[src/rtl/mult_sequencer_if.sv]
// Operand and result valid/ready channels between a client and the multiplier sequencer.
interface mult_sequencer_if #(parameter int WIDTH = 32);
  logic               in_valid;
  logic               in_ready;
  logic [WIDTH-1:0]   in_a;
  logic [WIDTH-1:0]   in_b;
  logic               out_valid;
  logic               out_ready;
  logic [2*WIDTH-1:0] out_result;
  logic               out_timeout;

  modport master (
    output in_valid, in_a, in_b, out_ready,
    input  in_ready, out_valid, out_result, out_timeout
  );
  modport slave (
    input  in_valid, in_a, in_b, out_ready,
    output in_ready, out_valid, out_result, out_timeout
  );
endinterface

[src/rtl/mult_sequencer.sv]
// Valid/ready wrapper around a start/done sequential multiplier, with a watchdog on done.
module mult_sequencer #(
  parameter int WIDTH   = 32,
  parameter int TIMEOUT = 80
) (
  input  logic               clk,
  input  logic               rst_n,
  mult_sequencer_if.slave    bus,
  output logic [WIDTH-1:0]   mul_a,
  output logic [WIDTH-1:0]   mul_b,
  output logic               mul_start,
  input  logic [2*WIDTH-1:0] mul_result,
  input  logic               mul_done,
  output logic               busy
);
  localparam int CW = (TIMEOUT > 2) ? $clog2(TIMEOUT) : 1;
  localparam logic [CW-1:0] CNT_LAST = CW'(TIMEOUT - 1);

  typedef enum logic [1:0] {IDLE, ISSUE, WAIT, HOLD} state_t;

  state_t             state, state_nxt;
  logic [WIDTH-1:0]   a_q, b_q;
  logic [CW-1:0]      cnt;
  logic               res_vld, res_to;
  logic [2*WIDTH-1:0] res_q;
  logic               accept, expired;

  assign bus.in_ready    = (state == IDLE) | ((state == HOLD) & bus.out_ready);
  assign accept          = bus.in_valid & bus.in_ready;
  assign expired         = (cnt == CNT_LAST);
  assign bus.out_valid   = res_vld;
  assign bus.out_result  = res_q;
  assign bus.out_timeout = res_to;
  assign mul_a           = a_q;
  assign mul_b           = b_q;
  assign mul_start       = (state == ISSUE);
  assign busy            = (state == ISSUE) | (state == WAIT);

  always_ff @(posedge clk or negedge rst_n) begin
    if (!rst_n) state <= IDLE;
    else        state <= state_nxt;
  end

  always_comb begin
    state_nxt = state;
    case (state)
      IDLE:  if (accept) state_nxt = ISSUE;
      ISSUE: state_nxt = WAIT;
      WAIT:  if (mul_done || expired) state_nxt = HOLD;
      HOLD:  if (bus.out_ready) state_nxt = bus.in_valid ? ISSUE : IDLE;
      default: state_nxt = IDLE;
    endcase
  end

  always_ff @(posedge clk or negedge rst_n) begin
    if (!rst_n) begin
      a_q     <= '0;
      b_q     <= '0;
      cnt     <= '0;
      res_vld <= 1'b0;
      res_to  <= 1'b0;
      res_q   <= '0;
    end else begin
      if (accept) begin
        a_q <= bus.in_a;
        b_q <= bus.in_b;
      end
      if (state == ISSUE)     cnt <= '0;
      else if (state == WAIT) cnt <= cnt + 1'b1;
      // done takes priority over a watchdog expiry in the same cycle
      if (state == WAIT) begin
        if (mul_done) begin
          res_q   <= mul_result;
          res_to  <= 1'b0;
          res_vld <= 1'b1;
        end else if (expired) begin
          res_q   <= '0;
          res_to  <= 1'b1;
          res_vld <= 1'b1;
        end
      end else if (state == HOLD && bus.out_ready) begin
        res_vld <= 1'b0;
      end
    end
  end
endmodule

[src/flat_wrapper.sv]
// flat-port wrapper written by rule: the top's interface ports become plain ports
module mult_sequencer_flat 
#(
  parameter int WIDTH   = 32,
  parameter int TIMEOUT = 80
)
  (clk, rst_n, mul_a, mul_b, mul_start, mul_result, mul_done, busy, bus_in_valid, bus_in_a, bus_in_b, bus_out_ready, bus_in_ready, bus_out_valid, bus_out_result, bus_out_timeout);
  mult_sequencer_if #(.WIDTH(WIDTH)) bus_i ();
  input  logic clk;
  input  logic rst_n;
  output logic [WIDTH-1:0] mul_a;
  output logic [WIDTH-1:0] mul_b;
  output logic mul_start;
  input  logic [2*WIDTH-1:0] mul_result;
  input  logic mul_done;
  output logic busy;
  input wire logic [$bits(bus_i.in_valid)-1:0] bus_in_valid;
  input wire logic [$bits(bus_i.in_a)-1:0] bus_in_a;
  input wire logic [$bits(bus_i.in_b)-1:0] bus_in_b;
  input wire logic [$bits(bus_i.out_ready)-1:0] bus_out_ready;
  output wire logic [$bits(bus_i.in_ready)-1:0] bus_in_ready;
  output wire logic [$bits(bus_i.out_valid)-1:0] bus_out_valid;
  output wire logic [$bits(bus_i.out_result)-1:0] bus_out_result;
  output wire logic [$bits(bus_i.out_timeout)-1:0] bus_out_timeout;
  assign bus_i.in_valid = bus_in_valid;
  assign bus_i.in_a = bus_in_a;
  assign bus_i.in_b = bus_in_b;
  assign bus_i.out_ready = bus_out_ready;
  assign bus_in_ready = bus_i.in_ready;
  assign bus_out_valid = bus_i.out_valid;
  assign bus_out_result = bus_i.out_result;
  assign bus_out_timeout = bus_i.out_timeout;
  mult_sequencer #(.WIDTH(WIDTH), .TIMEOUT(TIMEOUT)) u_core (.clk(clk), .rst_n(rst_n), .bus(bus_i), .mul_a(mul_a), .mul_b(mul_b), .mul_start(mul_start), .mul_result(mul_result), .mul_done(mul_done), .busy(busy));
endmodule
[config.mk]
export PLATFORM = sky130hd
export DESIGN_NAME = mult_sequencer_flat
export DESIGN_NICKNAME = d
export VERILOG_FILES = /design/src/rtl/mult_sequencer_if.sv /design/src/rtl/mult_sequencer.sv /design/src/flat_wrapper.sv
export SDC_FILE = /design/constraint.sdc
export NUM_CORES = 1
export LEC_CHECK = 0
export CORE_ASPECT_RATIO = 1.5
export CORE_MARGIN = 2
export CORE_UTILIZATION = 35
export CTS_BUF_LIST = sky130_fd_sc_hd__clkbuf_4 sky130_fd_sc_hd__clkbuf_8
export DETAILED_ROUTE_END_ITERATION = 12
export PLACE_DENSITY = 0.78
export SLEW_MARGIN = 10
export SYNTH_ARGS = -nofsm -noshare
export SYNTH_HDL_FRONTEND = slang
export SYNTH_SLANG_ARGS = --single-unit
export TNS_END_PERCENT = 5
[constraint.sdc]
create_clock -name clk -period 2 [get_ports clk]
set_clock_uncertainty 0.15 [all_clocks]
set_input_delay 0.6 -clock clk [delete_from_list [all_inputs] [get_ports clk]]
set_output_delay 0.6 -clock clk [all_outputs]
set_load 0.005 [all_outputs]
==> impl_metrics.json <==
{
  "core-area_um2": 14700,
  "fill_cells": 1263,
  "cts.clk_slew.worst_paths_ps": 80,
  "hold_path_class": "reg -> reg",
  "worst_path_max_delay_cell": "dfrtp_1",
  "area.sequential_um2": 3480,
  "cellLeakagePower_nw": 4.15,
  "detail-route-antenna-nets": 0,
  "path_max_fanout": 3,
  "numCtsBuffers": 17,
  "multi_input_area_um2": 1710,
  "dr.pass1.iters": 4,
  "clkPwrFrac": 0.171,
  "vias": 4076,
  "fin_tns_setup_ps": -221,
  "row_count": 54,
  "worstMarginPinSlew_ps": 345,
  "synth_seq_area_share": 0.660,
  "status": "complete, but fails checks",
  "p_sw_frac": 0.315,
  "switching_power_w": 0.00398,
  "setup-violations-final": 3,
  "totalWireLength_mm": 15.0,
  "async_flop_share": 1.00,
  "setup_ws_ps": -165,
  "gp_congestion": 0.744,
  "irDropWorstVdd_mv": 0.922,
  "max_stage_delay_ps": 410,
  "placed_cells": 811,
  "internal_power_w": 0.00867,
  "synth_edf_count": 0,
  "synth_warnings": 0,
  "pin_count": 266,
  "die_area_um2": 16100,
  "finalCritPeriodShare": 1.08,
  "synth-seq-cells": 139,
  "dp_slack_ps": -517,
  "grt_pass1_vias": 4545,
  "slew_headroom": 0.769,
  "grt_max_degree": 56,
  "ys.flop_type": "dfrtp_1",
  "root_buffer": "clkbuf_8",
  "worstSetupEndpointType": "primary output",
  "io_buffers": 265,
  "wl_per_cell_um": 17.6,
  "p_comb_frac": 0.440,
  "yosys-top-cells-area": "dfrtp_1, mux2_2, a22o_1, ha_1, buf_6",
  "drtIter0Drc": 114,
  "cp-start-kind": "register",
  "seq_power_share": 0.389,
  "slew_viol_final": 0,
  "start_util": 0.359,
  "synth_area_per_cell_um2": 15.4,
  "final_core_util": 0.594,
  "synth_nets": 481,
  "antenna_cells": 0,
  "fp.dieW_um": 104,
  "h-tree-depth": 4,
  "path_cells": "buf_6 > ha_4 > nand2_2 > nand2b_1 > buf_2",
  "clk_latency_ps": 430,
  "antenna_found_initial": 0,
  "yosysTopAreaCell": "dfrtp_1",
  "grtUsageTotal": 0.190,
  "dpl.hpwl_mm": 11.1,
  "grt_overflow_total": 0,
  "hold_viol_final": 0,
  "holdWs_ps": 347,
  "ys_types": 31,
  "die_h_um": 154,
  "cts_tree": "done",
  "syn2layout_area_growth_pct": 65.4,
  "violations": "negative setup slack",
  "period_needed_ps": 2170,
  "clockBufferDepth": 2,
  "syn_area_um2": 5270,
  "yosys.area.top_type_share": 0.660,
  "worstSetupPathType": "reg -> out",
  "required_ps": 1250,
  "syn_inst": 342,
  "num-nets-final": 779,
  "rsz0062_at_grt": "true",
  "avgViaCountPerCell": 4.80,
  "p_per_area_nw_per_um2": 1450,
  "maxCapViolCount": 0,
  "drive_above_1_share": 0.228,
  "drcViolationCount": 0,
  "crit_arrival_ps": 1420,
  "fmax_mhz": 462,
  "stdcell_count": 849,
  "grt_pass1_wl_mm": 23.9,
  "numClockSinks": 139
}
-- per-stage QoR --
step	instance area, µm²	total power [W]
finish	8710	0.0127
detailed placement	8340	0.0112
global route	8710	0.0135
global placement	8340	0.0109
floorplan	5270	0.00729
CTS	8620	0.0126
-- what timing repair did --
action                     in CTS  in global routing
hold endpoints to repair       28                  0
pin swaps                       1                  2
setup buffers                   3                  2
setup endpoints to repair     191                 66
resized for setup             150                 22
hold buffers                    1                  0
-- cells in the final DEF (no fill, tap or decap), types with 2 or more instances in the layout --
cell type and instances:
mux2i_1 2, mux2_4 8, mux2_2 59, clkdlybuf4s50_1 131
o22ai_1 3, buf_6 13, nor2_1 4, dfrtp_1 139
o21ai_0 2, buf_4 18, inv_6 3, dlygate4sd2_1 130
inv_2 2, ha_4 3, a22o_1 64, clkbuf_8 18
inv_1 7, clkbuf_4 2, nand2_1 4, a21oi_1 4
clkinvlp_4 6, ha_1 2, buf_12 6
-- cell usage after synthesis (2+ instances only) --
cell type and instances:
o22ai_1 3, inv_1 9, a21oi_1 4, buf_2 8
nor2_1 4, buf_6 6, mux2_2 67, mux2i_1 2
a22o_1 64, ha_1 6, clkbuf_1 6, dfrtp_1 139
nand2_1 5, o21ai_0 2
-- flip-flops by register name, indices dropped and copies added, names as in the netlist --
| name | count |
|---|---|
| u_core.bus.out_result | 64 |
| u_core.bus.out_timeout | 1 |
| u_core.bus.out_valid | 1 |
| u_core.cnt | 7 |
| u_core.mul_a | 32 |
| u_core.mul_b | 32 |
| u_core.state | 2 |
-- cell families after synthesis --
kind of cell    share of synthesized area
compound gates                      0.121
mux                                 0.147
flops                               0.660
fa+ha+maj                          0.0142
xor+xnor                          0.00333
buf+inv                            0.0318
simple gates                       0.0223
-- routing by layer --
metal,GRT usage,vias up,share of wire
li1,-,1837,-
met1,0.201,2013,0.38
met2,0.341,196,0.53
met3,0.0607,30,0.069
met4,0.0888,0,0.029
met5,0,-,0
-- path summary, 6_finish.rpt --
path | start | endpoint | cells after the start | slack, ps
min in group asynchronous | rst_n | u_core.mul_b[9] | 2 | 470
worst min-delay path | u_core.bus.out_result[44] | u_core.bus.out_result[44] | 1 | 350
worst max-delay path | u_core.state[0] | bus_in_ready | 5 | -170
worst min register to register | u_core.bus.out_result[44] | u_core.bus.out_result[44] | 1 | 350
max in group asynchronous | rst_n | u_core.bus.out_result[57] | 3 | 640
worst max register to register | u_core.state[0] | u_core.mul_b[9] | 9 | 10
-- power by group through the flow --
stage / sequential (W) / clock, W / combinational (W)
final: 0.00492 / 0.00217 / 0.00556
after global routing: 0.00511 / 0.00239 / 0.00601
after CTS: 0.00492 / 0.00225 / 0.00546
after detailed placement: 0.00500 / 0 / 0.00622
after global placement: 0.00494 / 0 / 0.00601
after floorplan: 0.00502 / 0 / 0.00227
-- worst max-delay path: cells and delay by family, from the launching register on --
family | cells | cell delay, ps
buffers and inverters | 2 | 280
adders and majority gates | 1 | 160
and+or+nand+nor | 2 | 130
DFF | 1 | 410
-- layout make-up --
cell class              count  area share
inverters                   9     0.00388
clock inverters            12      0.0132
well taps                 196      0.0281
repair buffers            300       0.329
multi-input cells         173       0.197
clock buffers              20      0.0302
flip-flops and latches    139       0.399
Power figures use the tool's default switching activity.
